File: config.mk
export PLATFORM = sky130hd
export DESIGN_NAME = led_sequencer
export DESIGN_NICKNAME = d
export VERILOG_FILES = /design/src/rtl/led_sequencer.sv
export SDC_FILE = /design/constraint.sdc
export NUM_CORES = 1
export LEC_CHECK = 0
export ABC_CLOCK_PERIOD_IN_PS = 5600
export CAP_MARGIN = 20
export CORE_MARGIN = 2
export CORE_UTILIZATION = 40
export DETAILED_ROUTE_END_ITERATION = 6
export PLACE_DENSITY = 0.52
export SKIP_LAST_GASP = 1
export SYNTH_ARGS = -nofsm -noshare
export SYNTH_HDL_FRONTEND = slang
export SYNTH_SLANG_ARGS = --single-unit
File: constraint.sdc
create_clock -name clk -period 5.6 [get_ports clk]
set_input_delay 1.12 -clock clk [delete_from_list [all_inputs] [get_ports clk]]
set_output_delay 1.12 -clock clk [all_outputs]
set_load 0.05 [all_outputs]
File: src/rtl/led_sequencer.sv
// Front-panel pattern sequencer: debounces two switches into mode-advance and
// pause presses, then steps an 8-bit count/rotate/bounce pattern on a prescaled tick.
module led_sequencer #(
    parameter int TICK_DIV        = 30000000,
    parameter int DEBOUNCE_CYCLES = 600000
) (
    input  logic       clk,
    input  logic       reset,
    input  logic       sw1,
    input  logic       sw2,
    output logic [7:0] pattern,
    output logic [1:0] mode,
    output logic       led1,
    output logic       led2
);

    typedef enum logic [1:0] {
        MODE_STOP   = 2'd0,
        MODE_COUNT  = 2'd1,
        MODE_SHIFT  = 2'd2,
        MODE_BOUNCE = 2'd3
    } mode_e;

    localparam int TW = $clog2(TICK_DIV);
    localparam int DBW = $clog2(DEBOUNCE_CYCLES + 1);
    localparam logic [TW-1:0] TICK_LAST = TW'(TICK_DIV - 1);
    localparam logic [DBW-1:0] DB_LAST = DBW'(DEBOUNCE_CYCLES - 1);

    logic [1:0]     raw_s;
    logic [1:0]     sync_a_r;
    logic [1:0]     sync_b_r;
    logic [1:0]     db_r;
    logic [1:0]     db_d_r;
    logic [1:0]     press_r;
    logic [DBW-1:0] db_cnt_r [2];

    // index 0 is the mode-advance switch, index 1 the pause switch
    assign raw_s = {sw2, sw1};

    // Two-flop synchroniser, per-switch debounce counter and rising-edge press pulse
    always_ff @(posedge clk) begin
        if (reset) begin
            sync_a_r <= 2'b00;
            sync_b_r <= 2'b00;
            db_r     <= 2'b00;
            db_d_r   <= 2'b00;
            press_r  <= 2'b00;
            for (int i = 0; i < 2; i++) begin
                db_cnt_r[i] <= {DBW{1'b0}};
            end
        end else begin
            sync_a_r <= raw_s;
            sync_b_r <= sync_a_r;
            db_d_r   <= db_r;
            press_r  <= db_r & ~db_d_r;
            for (int i = 0; i < 2; i++) begin
                if (sync_b_r[i] == db_r[i]) begin
                    db_cnt_r[i] <= {DBW{1'b0}};
                end else if (db_cnt_r[i] == DB_LAST) begin
                    db_r[i]     <= sync_b_r[i];
                    db_cnt_r[i] <= {DBW{1'b0}};
                end else begin
                    db_cnt_r[i] <= db_cnt_r[i] + DBW'(1'b1);
                end
            end
        end
    end

    mode_e         mode_r;
    mode_e         mode_next_s;
    logic [7:0]    pattern_r;
    logic [7:0]    pattern_next_s;
    logic          dir_r;          // 0 = moving left, 1 = moving right
    logic          dir_next_s;
    logic          paused_r;
    logic          paused_next_s;
    logic          led2_r;
    logic          led2_next_s;
    logic [TW-1:0] tick_cnt_r;
    logic [TW-1:0] tick_cnt_next_s;
    logic          tick_s;

    assign tick_s = (tick_cnt_r == TICK_LAST);

    // Sequencer state register
    always_ff @(posedge clk) begin
        if (reset) begin
            mode_r     <= MODE_STOP;
            pattern_r  <= 8'h00;
            dir_r      <= 1'b0;
            paused_r   <= 1'b0;
            led2_r     <= 1'b0;
            tick_cnt_r <= {TW{1'b0}};
        end else begin
            mode_r     <= mode_next_s;
            pattern_r  <= pattern_next_s;
            dir_r      <= dir_next_s;
            paused_r   <= paused_next_s;
            led2_r     <= led2_next_s;
            tick_cnt_r <= tick_cnt_next_s;
        end
    end

    // Next-state logic: mode entry loads take priority over a coincident tick
    always_comb begin
        mode_next_s     = mode_r;
        pattern_next_s  = pattern_r;
        dir_next_s      = dir_r;
        paused_next_s   = press_r[1] ? ~paused_r : paused_r;
        led2_next_s     = tick_s ? ~led2_r : led2_r;
        tick_cnt_next_s = tick_s ? {TW{1'b0}} : tick_cnt_r + TW'(1'b1);

        if (press_r[0]) begin
            tick_cnt_next_s = {TW{1'b0}};
            case (mode_r)
                MODE_STOP:   mode_next_s = MODE_COUNT;
                MODE_COUNT:  mode_next_s = MODE_SHIFT;
                MODE_SHIFT:  mode_next_s = MODE_BOUNCE;
                MODE_BOUNCE: mode_next_s = MODE_STOP;
                default:     mode_next_s = MODE_STOP;
            endcase
            case (mode_next_s)
                MODE_STOP:   pattern_next_s = 8'h00;
                MODE_COUNT:  pattern_next_s = 8'h00;
                MODE_SHIFT:  pattern_next_s = 8'h01;
                MODE_BOUNCE: begin
                    pattern_next_s = 8'h01;
                    dir_next_s     = 1'b0;
                end
                default:     pattern_next_s = 8'h00;
            endcase
        end else if (tick_s && !paused_r) begin
            case (mode_r)
                MODE_STOP:   pattern_next_s = pattern_r;
                MODE_COUNT:  pattern_next_s = pattern_r + 8'd1;
                MODE_SHIFT:  pattern_next_s = {pattern_r[6:0], pattern_r[7]};
                MODE_BOUNCE: begin
                    if (!dir_r) begin
                        pattern_next_s = {pattern_r[6:0], 1'b0};
                        dir_next_s     = (pattern_next_s == 8'h80);
                    end else begin
                        pattern_next_s = {1'b0, pattern_r[7:1]};
                        dir_next_s     = (pattern_next_s != 8'h01);
                    end
                end
                default:     pattern_next_s = pattern_r;
            endcase
        end else begin
            pattern_next_s = pattern_r;
        end
    end

    assign pattern = pattern_r;
    assign mode    = mode_r;
    assign led1    = paused_r;
    assign led2    = led2_r;

endmodule

==> Word-level counts from Yosys, hierarchy flattened <==
Memories as Yosys holds them, arrays and structs flattened.
Index checks and enable logic that the tools add are counted.
{ "classes": {"eq_ne": 15, "muxes": 42, "n_addsub": 4, "bitwise_logic": 12, "reduce_logical": 13} }
{ "op_table": {"columns": ["cell", "n"], "rows": [
  ["$mux W20", 6],
  ["$add A20 B1 Y20 const B", 2],
  ["$eq A20 B20 Y1 const B", 2],
  ["$mux W1", 29],
  ["$add A25 B1 Y25 const B", 1],
  ["$eq A25 B25 Y1 const B", 1],
  ["$mux W8", 3],
  ["$pmux W8 S3", 1],
  ["$pmux W8 S2", 1],
  ["$add A8 B1 Y8 const B", 1],
  ["$eq A2 B2 Y1 const B", 4],
  ["$pmux W2 S4", 1],
  ["$eq A7 B7 Y1 const B", 1],
  ["$ne A7 B1 Y1 const B", 1],
  ["$or A1 B1 Y1", 6],
  ["$reduce_and A2 Y1", 3],
  ["$eq A2 B1 Y1 const B", 2],
  ["$logic_not A2 Y1", 2],
  ["$not A1 Y1", 4],
  ["$reduce_bool A2 Y1", 2],
  ["$reduce_or A2 Y1", 2],
  ["$reduce_and A3 Y1", 1],
  ["$reduce_or A3 Y1", 1],
  ["$and A2 B2 Y2", 1],
  ["other kinds (7)", 8]
]} }
{ "word_totals": {"ff_bits": 48, "in_bits": 4, "wordCells": 99, "memories": 1, "mem_bits_rw": 40, "output_inout_bits": 12} }
{ "mem_list": {"columns": ["memory", "depth", "width", "read_ports", "rd_ports_with_merged_regs", "wr", "line_no", "source"], "rows": [
  ["db_cnt_r", 2, 20, 2, 0, 2, "35", "logic [DBW-1:0] db_cnt_r [2];"]
]} }

==> Logic depth before layout (Yosys ltp) <==
Gate-level depths: netlist (run 1).
{ "logic_depth": {"ltp_word": 7, "mapped_depth": 7, "mapped_depth_nobuf": 6} }

==> Least setup slack after synthesis (run 1) <==
OpenSTA, ideal clock, no wires.
{ "synth_path": {"kind": "input port to flip-flop", "from": "input reset", "to": "memory db_cnt_r[0][10] in the netlist's numbering, data pin", "arrival_ns": 2.091, "setup_time_ns": 0.266, "path_stages": 5, "setup_slack_ns": 3.243, "path_cell_list": "clkbuf_1 > nor2_1 > o21ai_1 > clkbuf_1 > nor2_1"} }
{ "synth_lines": {"columns": ["element", "line_no", "source"], "rows": [
  ["start: declaration", "8", "input logic reset,"],
  ["end: declaration", "35", null]
]} }

==> Final worst setup path (run 1) <==
{ "layout_path": {"from": "register pattern_r[1], in the netlist pattern[1]", "to": "output pattern[1]"} }
{ "layout_lines": {"columns": ["element", "line_no", "source"], "rows": [
  ["start: declaration", "71", "logic [7:0] pattern_r;"],
  ["start signal: assignment", "96", "pattern_r <= pattern_next_s;"],
  ["end: declaration", "11", "output logic [7:0] pattern,"]
]} }
No word-level cell between the ends.

==> impl_metrics.py, run 1 <==
metrics = {
    "status": {
        "status": "finished, final reports clean",
    },
    "floorplanning": {
        "coreArea_um2": 11370,
        "dieHeight_um": 111.7,
        "initial_core_util": 0.4082,
        "die_w_um": 111.7,
        "core.rowCount": 39,
        "dieArea_um2": 12480,
        "io_pins": 16,
    },
    "power_and_ir_drop": {
        "p_leak_nw": 1.788,
        "power_density_nw_per_um2": 252.2,
        "power_mw": 1.348,
        "peakVddDrop_v": 0.0001738,
    },
    "logic_synthesis": {
        "synth_common_cells": "nor2_1, dfxtp_1, edfxtp_1",
        "synth.distinct_cells": 63,
        "yosysWarnings": 0,
        "synth_top_area_cell": "edfxtp_1",
        "synth_area_um2": 4641,
        "postSynthAreaPerCell_um2": 9.319,
        "yosysSeqAreaShare": 0.4659,
        "synthArstFlopShare": 0,
        "synthTopCellsByArea": "edfxtp_1, dfxtp_1, nor2_1",
        "syn_inst": 498,
        "ys.flop_type": "dfxtp_1",
        "synth_edf_count": 40,
        "synth.most_common_cell": "nor2_1",
        "ys_ff_latch": 88,
        "yosysTopAreaCellShare": 0.2588,
    },
    "setup_path": {
        "required_ns": 4.48,
        "max_stage_delay_ns": 0.88,
        "start_kind": "register",
        "cp_slowest_cell": "clkdlybuf4s50_1",
        "crit_buf_inv": 1,
        "worst_ep_arrival_time_ns": 1.76,
        "crit_type": "register to output port",
        "endpoint_kind": "output port",
        "crit_family": "buffers and inverters",
        "crit_chain": "clkdlybuf4s50_1",
        "crit_fanout": 10,
    },
    "timing": {
        "slew_headroom": 0.4166,
        "max_freq_ghz": 0.3477,
        "hold_viol_final": 0,
        "rsz0062_at_grt": "false",
        "totalNegativeSetupSlack_ns": 0,
        "finalSetupViolations": 0,
        "drv_slew": 0,
        "tightestPinTransition_ns": 0.8629,
        "timing.final.crit_share": 0.5136,
        "fin_crit_ns": 2.876,
        "clock_skew_ns": 0.005766,
    },
    "clocking": {
        "post_cts_resized": 0,
        "clock-sinks": 88,
        "cts_buffers": 9,
        "root_buffer": "clkbuf_16",
        "clock_path_buffers": 2,
        "postCtsSetupBuffers": 0,
        "cts_tree": "done",
        "clkLatencyLatePin_ns": 0.34,
        "clkTransAtPathRegs_ns": 0.06,
        "htreeDepth": 3,
        "cts_hold_buf": 0,
    },
    "grt": {
        "antenna_found_initial": 0,
        "grt-ovfl-total": 0,
        "grt_max_degree": 25,
        "grt_pass1_wl_um": 16170,
        "grt_pass1_vias": 3453,
        "grtUsageTotal": 0.1574,
    },
    "detailed_routing": {
        "drt-vias-per-instance": 5.344,
        "vias": 3693,
        "final_antenna_net_count": 0,
        "drt_pass1_iterations": 4,
        "drt_wl_total_um": 9270,
        "route.detailed.drc": 0,
        "routedWlPerCell_um": 13.42,
        "drt_iter0_drc": 233,
    },
    "hold_path": {
        "min_path_type": "register to register",
    },
    "final_layout": {
        "final_cell_count_no_fill": 691,
        "n_fill_cell": 1148,
        "syn_to_final_growth_pct": 15.15,
        "antenna_cells": 0,
        "fin_nets": 556,
        "drive_above_1_share": 0.06934,
    },
    "placement": {
        "hpwlAfterDp_um": 6346,
        "io_buffers": 15,
        "finalWeightedCongestion": 0.8089,
        "placedCellCount": 674,
    },
    "flow_run": {
        "max-cap-violations": 0,
    },
}
-- flip-flops by register name, summed over array words and instances (netlist names) --
| register | flops |
|---|---|
| mode | 2 |
| press_r | 2 |
| pattern | 8 |
| sync_b_r | 2 |
| db_d_r | 2 |
| tick_cnt_r | 25 |
| dir_r | 1 |
| db_cnt_r | 40 |
| db_r | 2 |
| led2 | 1 |
| led1 | 1 |
| sync_a_r | 2 |
-- cell type report --
class                   count  area [um2]  share of cell area
clock buffers              10       229.0             0.04285
clock inverters             6       60.06             0.01124
well taps                 143       178.9             0.03348
multi-input cells         408        2459              0.4601
flip-flops and latches     88        2162              0.4046
inverters                  16       60.06             0.01124
repair buffers             20       195.2             0.03653
-- placed cells by master, fill, tap and decap left out, types with 4 or more instances in the layout --
| master | count |
|---|---|
| and2_1 | 5 |
| ha_1 | 9 |
| dfxtp_1 | 48 |
| nand4_1 | 25 |
| and4_1 | 9 |
| nor4_1 | 6 |
| nand2_1 | 23 |
| xor2_1 | 20 |
| or4_1 | 6 |
| a21oi_1 | 26 |
| clkdlybuf4s50_1 | 15 |
| nor3_1 | 8 |
| nand3_1 | 28 |
| or2_2 | 4 |
| a211oi_1 | 7 |
| o21ai_0 | 29 |
| nor2_1 | 60 |
| edfxtp_1 | 40 |
| or3_1 | 19 |
| inv_1 | 16 |
| conb_1 | 40 |
| nor2b_1 | 9 |
| buf_4 | 4 |
| clkbuf_16 | 9 |
| xnor2_1 | 21 |
-- cell families after synthesis --
group,share of synthesized area
and+or+nand+nor,0.2747
AOI/OAI and AO/OA,0.1189
adders and majority gates,0.02427
DFF,0.4659
xor gates and xnor gates,0.07738
muxes,0.002157
buffers and inverters,0.03586
other,0.0008081
-- report_power, final --
group	internal, mW	total, mW	switching, mW	leakage (nW)
sequential	0.688	0.706	0.0182	0.801
combinational	0.0197	0.0508	0.0311	0.849
clock	0.343	0.590	0.247	0.138
-- stage by stage --
step           instance area, um2  setup WS [ns]  hold WS [ns]  utilization
6_report                     5344          2.724        0.3800       0.4700
5_1_grt                      5344          2.659        0.4035       0.4700
4_1_cts                      5329          2.693        0.3819       0.4687
3_5_place_dp                 5040          2.656        0.3733       0.4433
3_3_place_gp                 5040          2.723        0.3720       0.4433
2_1_floorplan                4787          3.243        0.3674            -
-- layer usage --
| layer | wire length, um | vias up | GRT usage |
|---|---|---|---|
| met2 | 4265 | 53 | 0.2485 |
| met1 | 4498 | 1741 | 0.2073 |
| met5 | 0 | - | 0 |
| met4 | 210 | 0 | 0.07819 |
| li1 | - | 1882 | - |
| met3 | 296 | 17 | 0.02994 |
-- worst paths after layout --
kind                                    start             end  slack, ns  cells past startpoint
worst max-delay path               pattern[1]      pattern[1]       2.72                      1
worst min-delay path                db_d_r[1]      press_r[1]       0.38                      1
worst max register to register  tick_cnt_r[0]  tick_cnt_r[21]       3.19                      6
worst min register to register      db_d_r[1]      press_r[1]       0.38                      1
Note: power is estimated with default switching activity, not from simulation.
==> run 2, diff against run 1 <==
--- a/config.mk
+++ b/config.mk
@@ -5,7 +5,7 @@
 export SDC_FILE = /design/constraint.sdc
 export NUM_CORES = 1
 export LEC_CHECK = 0
-export ABC_CLOCK_PERIOD_IN_PS = 5600
+export ABC_CLOCK_PERIOD_IN_PS = 2800
 export CAP_MARGIN = 20
 export CORE_MARGIN = 2
 export CORE_UTILIZATION = 40
==> constraint.sdc (replaced) <==
create_clock -name clk -period 2.8 [get_ports clk]
set_input_delay 0.56 -clock clk [delete_from_list [all_inputs] [get_ports clk]]
set_output_delay 0.56 -clock clk [all_outputs]
set_load 0.05 [all_outputs]
==> run 2 against run 1 <==
Sequential share of layout area down 0.057 points. Clock-buffer cell count grew 1. Via count increased by 0.11%. Routed wire length shrank 0.40%. Critical endpoint unchanged. Register-to-register slack worse by 2.6 ns.
==> impl_metrics.py, run 2 (same netlist as run 1, synthesis figures left out) <==
metrics = {
    "final_layout": {
        "fin_nets": 559,
        "largest_register": "db_cnt_r",
        "final_cell_count_no_fill": 694,
        "largest_reg_flops": 40,
        "drive_above_1_share": 0.07441,
        "antenna_cells": 0,
        "layout_common_cells": "nor2_1, dfxtp_1, edfxtp_1, conb_1, o21ai_0",
        "syn_to_final_growth_pct": 15.31,
        "mostFrequentLayoutCell": "nor2_1",
    },
    "timing": {
        "hold_viol_final": 0,
        "finalSetupViolations": 0,
        "fin_crit_ns": 2.317,
        "slew_headroom": 0.5224,
        "tightestPinTransition_ns": 0.7099,
        "drv_slew": 0,
        "fin_ws_ns": 0.4825,
        "totalNegativeSetupSlack_ns": 0,
        "rsz0062_at_grt": "false",
        "clock_skew_ns": 0.006119,
        "holdWs_ns": 0.3816,
        "timing.final.crit_share": 0.8277,
        "max_freq_ghz": 0.4315,
    },
    "detailed_routing": {
        "drt-vias-per-instance": 5.327,
        "drt_iter0_drc": 265,
        "drt_wl_total_um": 9233,
        "vias": 3697,
        "drt_pass1_iterations": 5,
        "routedWlPerCell_um": 13.30,
        "final_antenna_net_count": 0,
        "route.detailed.drc": 0,
    },
    "power_and_ir_drop": {
        "p_leak_nw": 1.808,
        "power_density_nw_per_um2": 498.0,
        "peakVddDrop_v": 0.0002875,
    },
    "clocking": {
        "cts_tree": "done",
        "root_buffer": "clkbuf_16",
        "cts_hold_buf": 0,
        "postCtsSetupBuffers": 0,
        "clkLatencyLatePin_ns": 0.34,
        "clock_path_buffers": 2,
        "clkTransAtPathRegs_ns": 0.06,
        "htreeDepth": 3,
        "cts_buffers": 9,
        "post_cts_resized": 0,
        "clock-sinks": 88,
    },
    "flow_run": {
        "max-cap-violations": 0,
    },
    "floorplanning": {
        "initial_core_util": 0.4082,
        "coreArea_um2": 11370,
        "dieArea_um2": 12480,
        "die_w_um": 111.7,
        "core.rowCount": 39,
        "dieHeight_um": 111.7,
        "io_pins": 16,
    },
    "grt": {
        "grt_max_degree": 25,
        "grtUsageTotal": 0.1556,
        "antenna_found_initial": 0,
        "grt_pass1_vias": 3389,
        "grt-ovfl-total": 0,
        "grt_pass1_wl_um": 15980,
    },
    "setup_path": {
        "worst_ep_arrival_time_ns": 1.76,
        "crit_chain": "clkdlybuf4s50_1",
        "endpoint_kind": "output port",
        "max_stage_delay_ns": 0.88,
        "crit_type": "register to output port",
        "crit_buf_inv": 1,
        "crit_family": "buffers and inverters",
        "cp_slowest_cell": "clkdlybuf4s50_1",
        "crit_fanout": 10,
        "start_kind": "register",
        "required_ns": 2.24,
    },
    "hold_path": {
        "min_path_type": "register to register",
    },
    "placement": {
        "finalWeightedCongestion": 0.8375,
        "io_buffers": 15,
        "placedCellCount": 678,
        "dp_slack_ns": 0.5652,
        "hpwlAfterDp_um": 6380,
    },
    "status": {
        "status": "finished, final reports clean",
    },
}
-- run 2: changes by cell type in the layout (fill, tap and decap cells not counted) --
| cell | previous run | this run |
|---|---|---|
| buf_4 | 4 | 8 |
| buf_8 | 1 | 0 |
| bufinv_16 | 1 | 0 |
| clkbuf_16 | 9 | 10 |
| clkinvlp_4 | 2 | 0 |
| inv_4 | 0 | 2 |
-- run 2: path summary, 6_finish.rpt --
check,from,to,slack [ns],cells past startpoint
min reg2reg,db_d_r[0],press_r[0],0.38,1
max,pattern[1],pattern[1],0.48,1
min,db_d_r[0],press_r[0],0.38,1
max reg2reg,tick_cnt_r[0],tick_cnt_r[10],0.59,6
-- run 2: final cells by class --
| type | count | area (um2) |
|---|---|---|
| sequential | 88 | 2162 |
| inverter | 16 | 60.06 |
| clock buffer | 11 | 254.0 |
| multi-input combinational | 408 | 2459 |
| timing repair buffer | 23 | 210.2 |
| fill | 1106 | 6018 |
| tap | 143 | 178.9 |
| clock inverter | 5 | 27.53 |
-- run 2: per-layer routing --
metal / up-vias / track usage / wire, um
li1: 1894 / - / -
met1: 1728 / 0.2131 / 4528
met2: 63 / 0.2388 / 4223
met3: 12 / 0.03647 / 366
met4: 0 / 0.06173 / 115
met5: - / 0 / 0
-- run 2: per-stage QoR --
step           power, mW  cell area, um2  utilization
2_1_floorplan      1.508            4787            -
3_3_place_gp       1.539            5070       0.4459
3_5_place_dp       1.541            5070       0.4459
4_1_cts            2.708            5351       0.4707
5_1_grt            2.783            5351       0.4707
6_report           2.665            5351       0.4707
-- run 2: power breakdown --
group          switching (mW)  internal [mW]
Sequential             0.0369           1.38
Combinational          0.0617         0.0392
Clock                   0.499          0.652
